## config.mk

```make
export PLATFORM = sky130hd
export DESIGN_NAME = tetris_seq_ctrl
export DESIGN_NICKNAME = d
export VERILOG_FILES = /design/src/rtl/tetris_pkg.sv /design/src/rtl/btn_repeat.sv /design/src/rtl/tetris_seq_ctrl.sv
export SDC_FILE = /design/constraint.sdc
export NUM_CORES = 1
export LEC_CHECK = 0
export ABC_AREA = 0
export CAP_MARGIN = 5
export CORE_MARGIN = 4
export CORE_UTILIZATION = 50
export DETAILED_ROUTE_END_ITERATION = 6
export GPL_TIMING_DRIVEN = 0
export PLACE_DENSITY = 0.69
export SYNTH_ARGS = -nofsm -noshare
export SYNTH_HDL_FRONTEND = slang
export SYNTH_SLANG_ARGS = --single-unit
export TNS_END_PERCENT = 20
```

## constraint.sdc

```tcl
create_clock -name clk -period 3.3 [get_ports clk]
set_clock_uncertainty 0.15 [all_clocks]
set_input_delay 0.99 -clock clk [delete_from_list [all_inputs] [get_ports clk]]
set_output_delay 0.99 -clock clk [all_outputs]
set_load 0.005 [all_outputs]
```

## src/rtl/tetris_pkg.sv

```systemverilog
// Shared state encoding, default timing parameters and a counter-width helper
// for the Tetris sequencing controller.
package tetris_pkg;

   typedef enum logic [2:0] {
      ST_IDLE  = 3'd0,
      ST_SPAWN = 3'd1,
      ST_FALL  = 3'd2,
      ST_LOCK  = 3'd3,
      ST_CLEAR = 3'd4,
      ST_OVER  = 3'd5
   } state_e;

   localparam int unsigned GRAVITY_DIV_DEF = 25_000_000;
   localparam int unsigned REPEAT_DIV_DEF  = 10_000_000;
   localparam int unsigned LOCK_DELAY_DEF  = 2000;

   // Bits needed to hold any value in 0..n.
   function automatic int unsigned cnt_w(input int unsigned n);
      return (n < 2) ? 1 : $clog2(n + 1);
   endfunction

endpackage

```

## src/rtl/btn_repeat.sv

```systemverilog
// Rising-edge detect plus hold-to-repeat for one button; req_o is a
// same-cycle request that the controller registers into a move strobe.
module btn_repeat
   import tetris_pkg::*;
#(
   parameter int unsigned REPEAT_DIV = REPEAT_DIV_DEF
) (
   input  logic clk,
   input  logic reset,
   input  logic en_i,
   input  logic btn_i,
   output logic req_o
);

   localparam int unsigned RW = cnt_w(REPEAT_DIV);
   localparam logic [RW-1:0] RPT_MAX = RW'(REPEAT_DIV - 1);

   logic          prev_q;
   logic          armed_q, armed_d;
   logic [RW-1:0] cnt_q, cnt_d;
   logic          rise, rep;

   assign rise  = btn_i & ~prev_q;
   // Repeats only follow an edge seen while enabled, never a button already held on entry.
   assign rep   = btn_i & prev_q & armed_q & (cnt_q == RPT_MAX);
   assign req_o = en_i & (rise | rep);

   always_comb begin
      cnt_d   = '0;
      armed_d = 1'b0;
      if (en_i && btn_i) begin
         if (rise || rep) begin
            armed_d = 1'b1;
         end else if (armed_q) begin
            cnt_d   = cnt_q + RW'(1);
            armed_d = 1'b1;
         end
      end
   end

   always_ff @(posedge clk) begin
      if (reset) begin
         prev_q  <= 1'b0;
         armed_q <= 1'b0;
         cnt_q   <= '0;
      end else begin
         prev_q  <= btn_i;
         armed_q <= armed_d;
         cnt_q   <= cnt_d;
      end
   end

endmodule

```

## src/rtl/tetris_seq_ctrl.sv

```systemverilog
// Game sequencing FSM: spawn/fall/lock/clear flow, move arbitration,
// gravity timing and lock delay. All outputs are registered.
module tetris_seq_ctrl
   import tetris_pkg::*;
#(
   parameter int unsigned GRAVITY_DIV = GRAVITY_DIV_DEF,
   parameter int unsigned REPEAT_DIV  = REPEAT_DIV_DEF,
   parameter int unsigned LOCK_DELAY  = LOCK_DELAY_DEF
) (
   input  logic       clk,
   input  logic       reset,
   input  logic       start,
   input  logic       btn_left,
   input  logic       btn_right,
   input  logic       btn_up,
   input  logic       btn_down,
   input  logic       left_bound,
   input  logic       right_bound,
   input  logic       down_bound,
   input  logic       can_rotate,
   input  logic       clear_done,
   input  logic       spawn_blocked,
   output logic       mv_left,
   output logic       mv_right,
   output logic       mv_rotate,
   output logic       mv_down,
   output logic       lock_req,
   output logic       spawn_req,
   output logic       board_clear,
   output logic [2:0] state,
   output logic       game_over
);

   localparam int unsigned GW = cnt_w(GRAVITY_DIV);
   localparam int unsigned LW = cnt_w(LOCK_DELAY);
   localparam logic [GW-1:0] GRAV_MAX = GW'(GRAVITY_DIV - 1);
   localparam logic [LW-1:0] LOCK_MAX = LW'(LOCK_DELAY - 1);

   state_e        state_q, state_d;
   logic          spawn_wait_q, spawn_wait_d;
   logic [GW-1:0] grav_cnt_q, grav_cnt_d;
   logic          grav_pend_q, grav_pend_d;
   logic [LW-1:0] lock_cnt_q, lock_cnt_d;
   logic          mv_left_q, mv_right_q, mv_rotate_q, mv_down_q;
   logic          mv_left_d, mv_right_d, mv_rotate_d, mv_down_d;
   logic          lock_req_q, spawn_req_q, board_clear_q, game_over_q;
   logic          lock_req_d, spawn_req_d, board_clear_d, game_over_d;
   logic          req_left, req_right, req_up, req_down;
   logic          in_fall, lock_hit, grav_wrap;

   assign in_fall   = (state_q == ST_FALL);
   assign lock_hit  = in_fall & down_bound & (lock_cnt_q == LOCK_MAX);
   assign grav_wrap = (grav_cnt_q == GRAV_MAX);

   btn_repeat #(.REPEAT_DIV(REPEAT_DIV)) u_btn_left (
      .clk(clk), .reset(reset), .en_i(in_fall), .btn_i(btn_left), .req_o(req_left));
   btn_repeat #(.REPEAT_DIV(REPEAT_DIV)) u_btn_right (
      .clk(clk), .reset(reset), .en_i(in_fall), .btn_i(btn_right), .req_o(req_right));
   btn_repeat #(.REPEAT_DIV(REPEAT_DIV)) u_btn_up (
      .clk(clk), .reset(reset), .en_i(in_fall), .btn_i(btn_up), .req_o(req_up));
   btn_repeat #(.REPEAT_DIV(REPEAT_DIV)) u_btn_down (
      .clk(clk), .reset(reset), .en_i(in_fall), .btn_i(btn_down), .req_o(req_down));

   always_ff @(posedge clk) begin
      if (reset) begin
         state_q      <= ST_IDLE;
         spawn_wait_q <= 1'b0;
      end else begin
         state_q      <= state_d;
         spawn_wait_q <= spawn_wait_d;
      end
   end

   // SPAWN spends one cycle issuing spawn_req and one cycle sampling spawn_blocked.
   always_comb begin
      state_d      = state_q;
      spawn_wait_d = 1'b0;
      unique case (state_q)
         ST_IDLE:  if (start) state_d = ST_SPAWN;
         ST_SPAWN: begin
            if (spawn_wait_q) state_d = spawn_blocked ? ST_OVER : ST_FALL;
            else              spawn_wait_d = 1'b1;
         end
         ST_FALL:  if (lock_hit) state_d = ST_LOCK;
         ST_LOCK:  state_d = ST_CLEAR;
         ST_CLEAR: if (clear_done) state_d = ST_SPAWN;
         ST_OVER:  if (start) state_d = ST_SPAWN;
         default:  state_d = ST_IDLE;
      endcase
   end

   always_comb begin
      board_clear_d = start & ((state_q == ST_IDLE) | (state_q == ST_OVER));
      spawn_req_d   = (state_q == ST_SPAWN) & ~spawn_wait_q;
      lock_req_d    = lock_hit;
      game_over_d   = (state_d == ST_OVER);
      mv_rotate_d   = 1'b0;
      mv_left_d     = 1'b0;
      mv_right_d    = 1'b0;
      mv_down_d     = 1'b0;
      if (in_fall && !lock_hit) begin
         if (req_up && can_rotate)                    mv_rotate_d = 1'b1;
         else if (req_left && !left_bound)            mv_left_d   = 1'b1;
         else if (req_right && !right_bound)          mv_right_d  = 1'b1;
         else if ((req_down || grav_pend_q) && !down_bound) mv_down_d = 1'b1;
      end
      // Counters and pending gravity hold zero outside FALL, so each entry starts clean.
      grav_cnt_d  = '0;
      grav_pend_d = 1'b0;
      lock_cnt_d  = '0;
      if (in_fall && state_d == ST_FALL) begin
         grav_cnt_d  = grav_wrap ? '0 : grav_cnt_q + GW'(1);
         grav_pend_d = grav_wrap | (grav_pend_q & ~mv_down_d);
         lock_cnt_d  = down_bound ? lock_cnt_q + LW'(1) : '0;
      end
   end

   always_ff @(posedge clk) begin
      if (reset) begin
         grav_cnt_q    <= '0;
         grav_pend_q   <= 1'b0;
         lock_cnt_q    <= '0;
         mv_left_q     <= 1'b0;
         mv_right_q    <= 1'b0;
         mv_rotate_q   <= 1'b0;
         mv_down_q     <= 1'b0;
         lock_req_q    <= 1'b0;
         spawn_req_q   <= 1'b0;
         board_clear_q <= 1'b0;
         game_over_q   <= 1'b0;
      end else begin
         grav_cnt_q    <= grav_cnt_d;
         grav_pend_q   <= grav_pend_d;
         lock_cnt_q    <= lock_cnt_d;
         mv_left_q     <= mv_left_d;
         mv_right_q    <= mv_right_d;
         mv_rotate_q   <= mv_rotate_d;
         mv_down_q     <= mv_down_d;
         lock_req_q    <= lock_req_d;
         spawn_req_q   <= spawn_req_d;
         board_clear_q <= board_clear_d;
         game_over_q   <= game_over_d;
      end
   end

   assign mv_left     = mv_left_q;
   assign mv_right    = mv_right_q;
   assign mv_rotate   = mv_rotate_q;
   assign mv_down     = mv_down_q;
   assign lock_req    = lock_req_q;
   assign spawn_req   = spawn_req_q;
   assign board_clear = board_clear_q;
   assign game_over   = game_over_q;
   assign state       = state_q;

endmodule

```

==> metrics.md <==
| Metric | Value |
|---|---|
| Synthesized area | `0.00660 mm2` |
| Dpl ws | `-0.176 ns` |
| DRT Pass-1 Iters | `6` |
| Fin. Hold Viols | `0` |
| Max rail drop VDD | `0.330 mV` |
| Crit path largest cell delay | `0.71 ns` |
| # Post-CTS Setup Buffers | `0` |
| Met2 usage | `30.2%` |
| Power Total | `3.90 mW` |
| Async S/R FF share, synth | `0%` |
| Area grow syn2layout | `16.0%` |
| Post-CTS Hold Fix Bufs | `0` |
| Setup TNS | `0 ns` |
| Final worst slack | `0.266 ns` |
| Pwr dens | `509 mW/mm2` |
| Post-Syn Instances | `754` |
| Routed WL | `13400 um` |
| Leak | `2.38 nW` |
| DRC | `0` |
| Startpoint types | `input pin` |
| Final setup vio count | `0` |
| Cell area after layout | `0.00766 mm2` |
| Multi-input gate area | `0.00340 mm2` |
| Worst-Margin Slew | `0.954 ns` |
| Register area | `0.00306 mm2` |
| Post-CTS resize count | `0` |
| CTS root buf | `clkbuf_16` |
| RSZ-0062 raised after global routing | `false` |
| Worst EP required | `3.50 ns` |
| Antenna fix cells | `0` |
| Placed cells | `949` |
| Initial Util | `51.7%` |
| Fin crit period | `3.03 ns` |
| Initial antenna violation count | `0` |
| Register bit total from synthesis | `153` |
| Slew Viols, Final | `0` |
| Largest net degree at the start of global routing | `17` |
| Vias in the first global route | `5117` |
| Top Usage Layer GRT | `met2` |
| Final cycle utilization of the critical path | `91.9%` |
| Number of nets in the layout | `815` |
| Slew Limit Headroom | `35.9%` |
| Crit path DAT | `3.23 ns` |
| Die area | `0.0151 mm2` |
| DRT iter0 DRCs | `380` |
| Die H | `123 um` |
| CTS buffer count | `17` |
| Synth unique cells | `44` |
| Non-Filler Instances | `981` |
| Ys Warns | `0` |
| Fmax | `330 MHz` |
| Global route total overflow | `0` |
| First-pass GRT wire length | `23100 um` |
| CTS tree | `done` |
| Mapped Nets | `773` |
| Critical-path top delay cell | `nor3_2` |
| Core ar. | `0.0128 mm2` |
| Main synth FF type | `dfxtp_1` |
| Clock network latency to the later pin of the worst-skew pair | `0.41 ns` |
| GR Util met1 | `25.0%` |
| Die width | `123 um` |
| Vias | `5314` |
| Run status | `finished clean` |
| Final HPWL DP | `9510 um` |
| Syn_area_per_cell | `8.76 um2` |
| Final ANT Viol Nets | `0` |
| GRT Total Usage | `18.9%` |
| Clock sink count | `153` |
| Met3 usage | `5.12%` |
| Io pins | `24` |
| CP Max Fanout | `10` |
| CTS H-tree depth | `4` |
| Proportion of layout cells with a drive suffix above 1 | `6.30%` |
| Max Cap Violations | `0` |
| # port buffers | `23` |
| Class of the most critical setup path | `input pin to flip-flop` |
| Row count | `41` |
| Number of synthesized flops with an enable pin | `0` |
| Seq/Total Area, Yosys | `46.4%` |
| Worst min path class | `flip-flop to flip-flop` |
| Clock transition at path regs | `0.06 ns` |
| Fillers | `1076` |
| Wire per inst | `13.6 um` |
| Crit-path cells | `clkdlybuf4s50_1 -> nor3_2 -> nand4_1 -> or2_2 -> clkbuf_1 -> buf_2 -> nor2_1` |
| CP Capture Type | `flip-flop` |
| Area after DPL | `0.00705 mm2` |
| CTS max path bufs | `2` |
| DR vias/cell | `5.42` |
| Routability cong. | `0.879` |
## final timing paths
| check | slack [ns] | start | cells after the start | endpoint |
|---|---|---|---|---|
| worst min-delay path | 0.30 | lock_cnt_q[0]$_SDFF_PP0_ | 1 | lock_cnt_q[0]$_SDFF_PP0_ |
| worst min register to register | 0.30 | lock_cnt_q[0]$_SDFF_PP0_ | 1 | lock_cnt_q[0]$_SDFF_PP0_ |
| worst max-delay path | 0.27 | reset | 7 | u_btn_down.cnt_q[10]$_SDFF_PP0_ |
| worst max register to register | 0.69 | state[0]$_SDFF_PP0_ | 8 | u_btn_down.cnt_q[10]$_SDFF_PP0_ |
## layout make-up
class | instances | share of cell area, %
Tap cell | 172 | 2.81
Buffer | 19 | 1.24
Clock buffer | 18 | 5.73
Inverter | 12 | 0.588
Sequential cell | 153 | 40.0
Clock inverter | 14 | 2.25
Timing Repair Buffer | 23 | 3.01
Multi-Input combinational cell | 570 | 44.4
## cells in the mapped netlist (2+ instances only)
master | n | share of area (%)
nor4bb_1 | 5 | 0.76
a211oi_1 | 2 | 0.23
nor4b_1 | 7 | 0.93
o31a_1 | 2 | 0.27
nor3_1 | 22 | 1.7
and2_1 | 7 | 0.66
ha_1 | 6 | 1.1
nand3_1 | 55 | 4.2
a21oi_1 | 10 | 0.76
o31ai_1 | 2 | 0.23
nand4_1 | 36 | 3.4
buf_6 | 2 | 0.34
dfxtp_1 | 153 | 46
buf_2 | 7 | 0.53
nand2b_1 | 5 | 0.47
o21ai_0 | 5 | 0.38
or4_1 | 4 | 0.45
nor4_1 | 13 | 1.2
xor2_1 | 61 | 8.1
or3_1 | 7 | 0.66
nor2_1 | 160 | 9.1
inv_1 | 12 | 0.68
nand2_1 | 46 | 2.6
and4_1 | 12 | 1.6
xnor2_1 | 55 | 7.3
and3_1 | 22 | 2.1
or2_2 | 6 | 0.57
nor2b_1 | 5 | 0.47
clkbuf_1 | 10 | 0.57
## power by group
part | leakage [nW] | internal, mW | total [mW] | switching [mW]
clock | 0.285 | 1.21 | 1.98 | 0.769
sequential | 1.23 | 1.85 | 1.86 | 0.00348
combinational | 0.857 | 0.0310 | 0.0586 | 0.0277
## flip-flops by register name (all words and copies together) (netlist names), 3 cells and up
name / count
u_btn_left.cnt_q: 24
lock_cnt_q: 11
u_btn_right.cnt_q: 24
grav_cnt_q: 25
state: 3
u_btn_down.cnt_q: 24
u_btn_up.cnt_q: 24
## cell families after synthesis
family / synth area share (%)
simple gates: 31.7
flops: 46.4
xor+xnor: 15.4
buf+inv: 2.12
compound gates: 3.07
fa+ha+maj: 1.14
mux: 0.171
## layer usage
| metal | part of all wire (%) | wire [um] |
|---|---|---|
| met1 | 48 | 6430 |
| met2 | 46 | 6220 |
| met3 | 4.3 | 572 |
| met4 | 1.1 | 146 |
| met5 | 0 | 0 |
## cells in the final DEF, fill, tap and decap left out, types with 3 or more instances in the layout
master and n:
or4_1 4, or2_2 6, bufinv_16 3, nor2_1 160, a21oi_1 10, nand2b_1 5
xnor2_1 55, and4_1 12, dfxtp_1 153, nor2b_1 5, nand2_1 46, nand3_1 55
clkbuf_16 17, clkinvlp_4 5, nand4_1 36, or3_1 7, and3_1 22, ha_1 6
nor4bb_1 5, buf_2 7, xor2_1 61, nor4_1 13, clkdlybuf4s50_1 23, inv_1 12
clkbuf_1 10, clkinv_4 3, nor3_1 22, and2_1 7, o21ai_0 5, nor4b_1 7
## critical path, delay by kind of cell
family / cells / cell delay [ns]
simple gates: 4 / 1.31
buf+inv: 3 / 0.92
## metrics by stage
step | hold WS (ns) | utilization, %
after floorplan | 0.263 | -
after global placement | 0.276 | 55.2
after detailed placement | 0.288 | 55.2
after CTS | 0.299 | 60.0
after global routing | 0.323 | 60.0
final | 0.298 | 60.0
No activity file was read; power rests on OpenSTA's default activity.
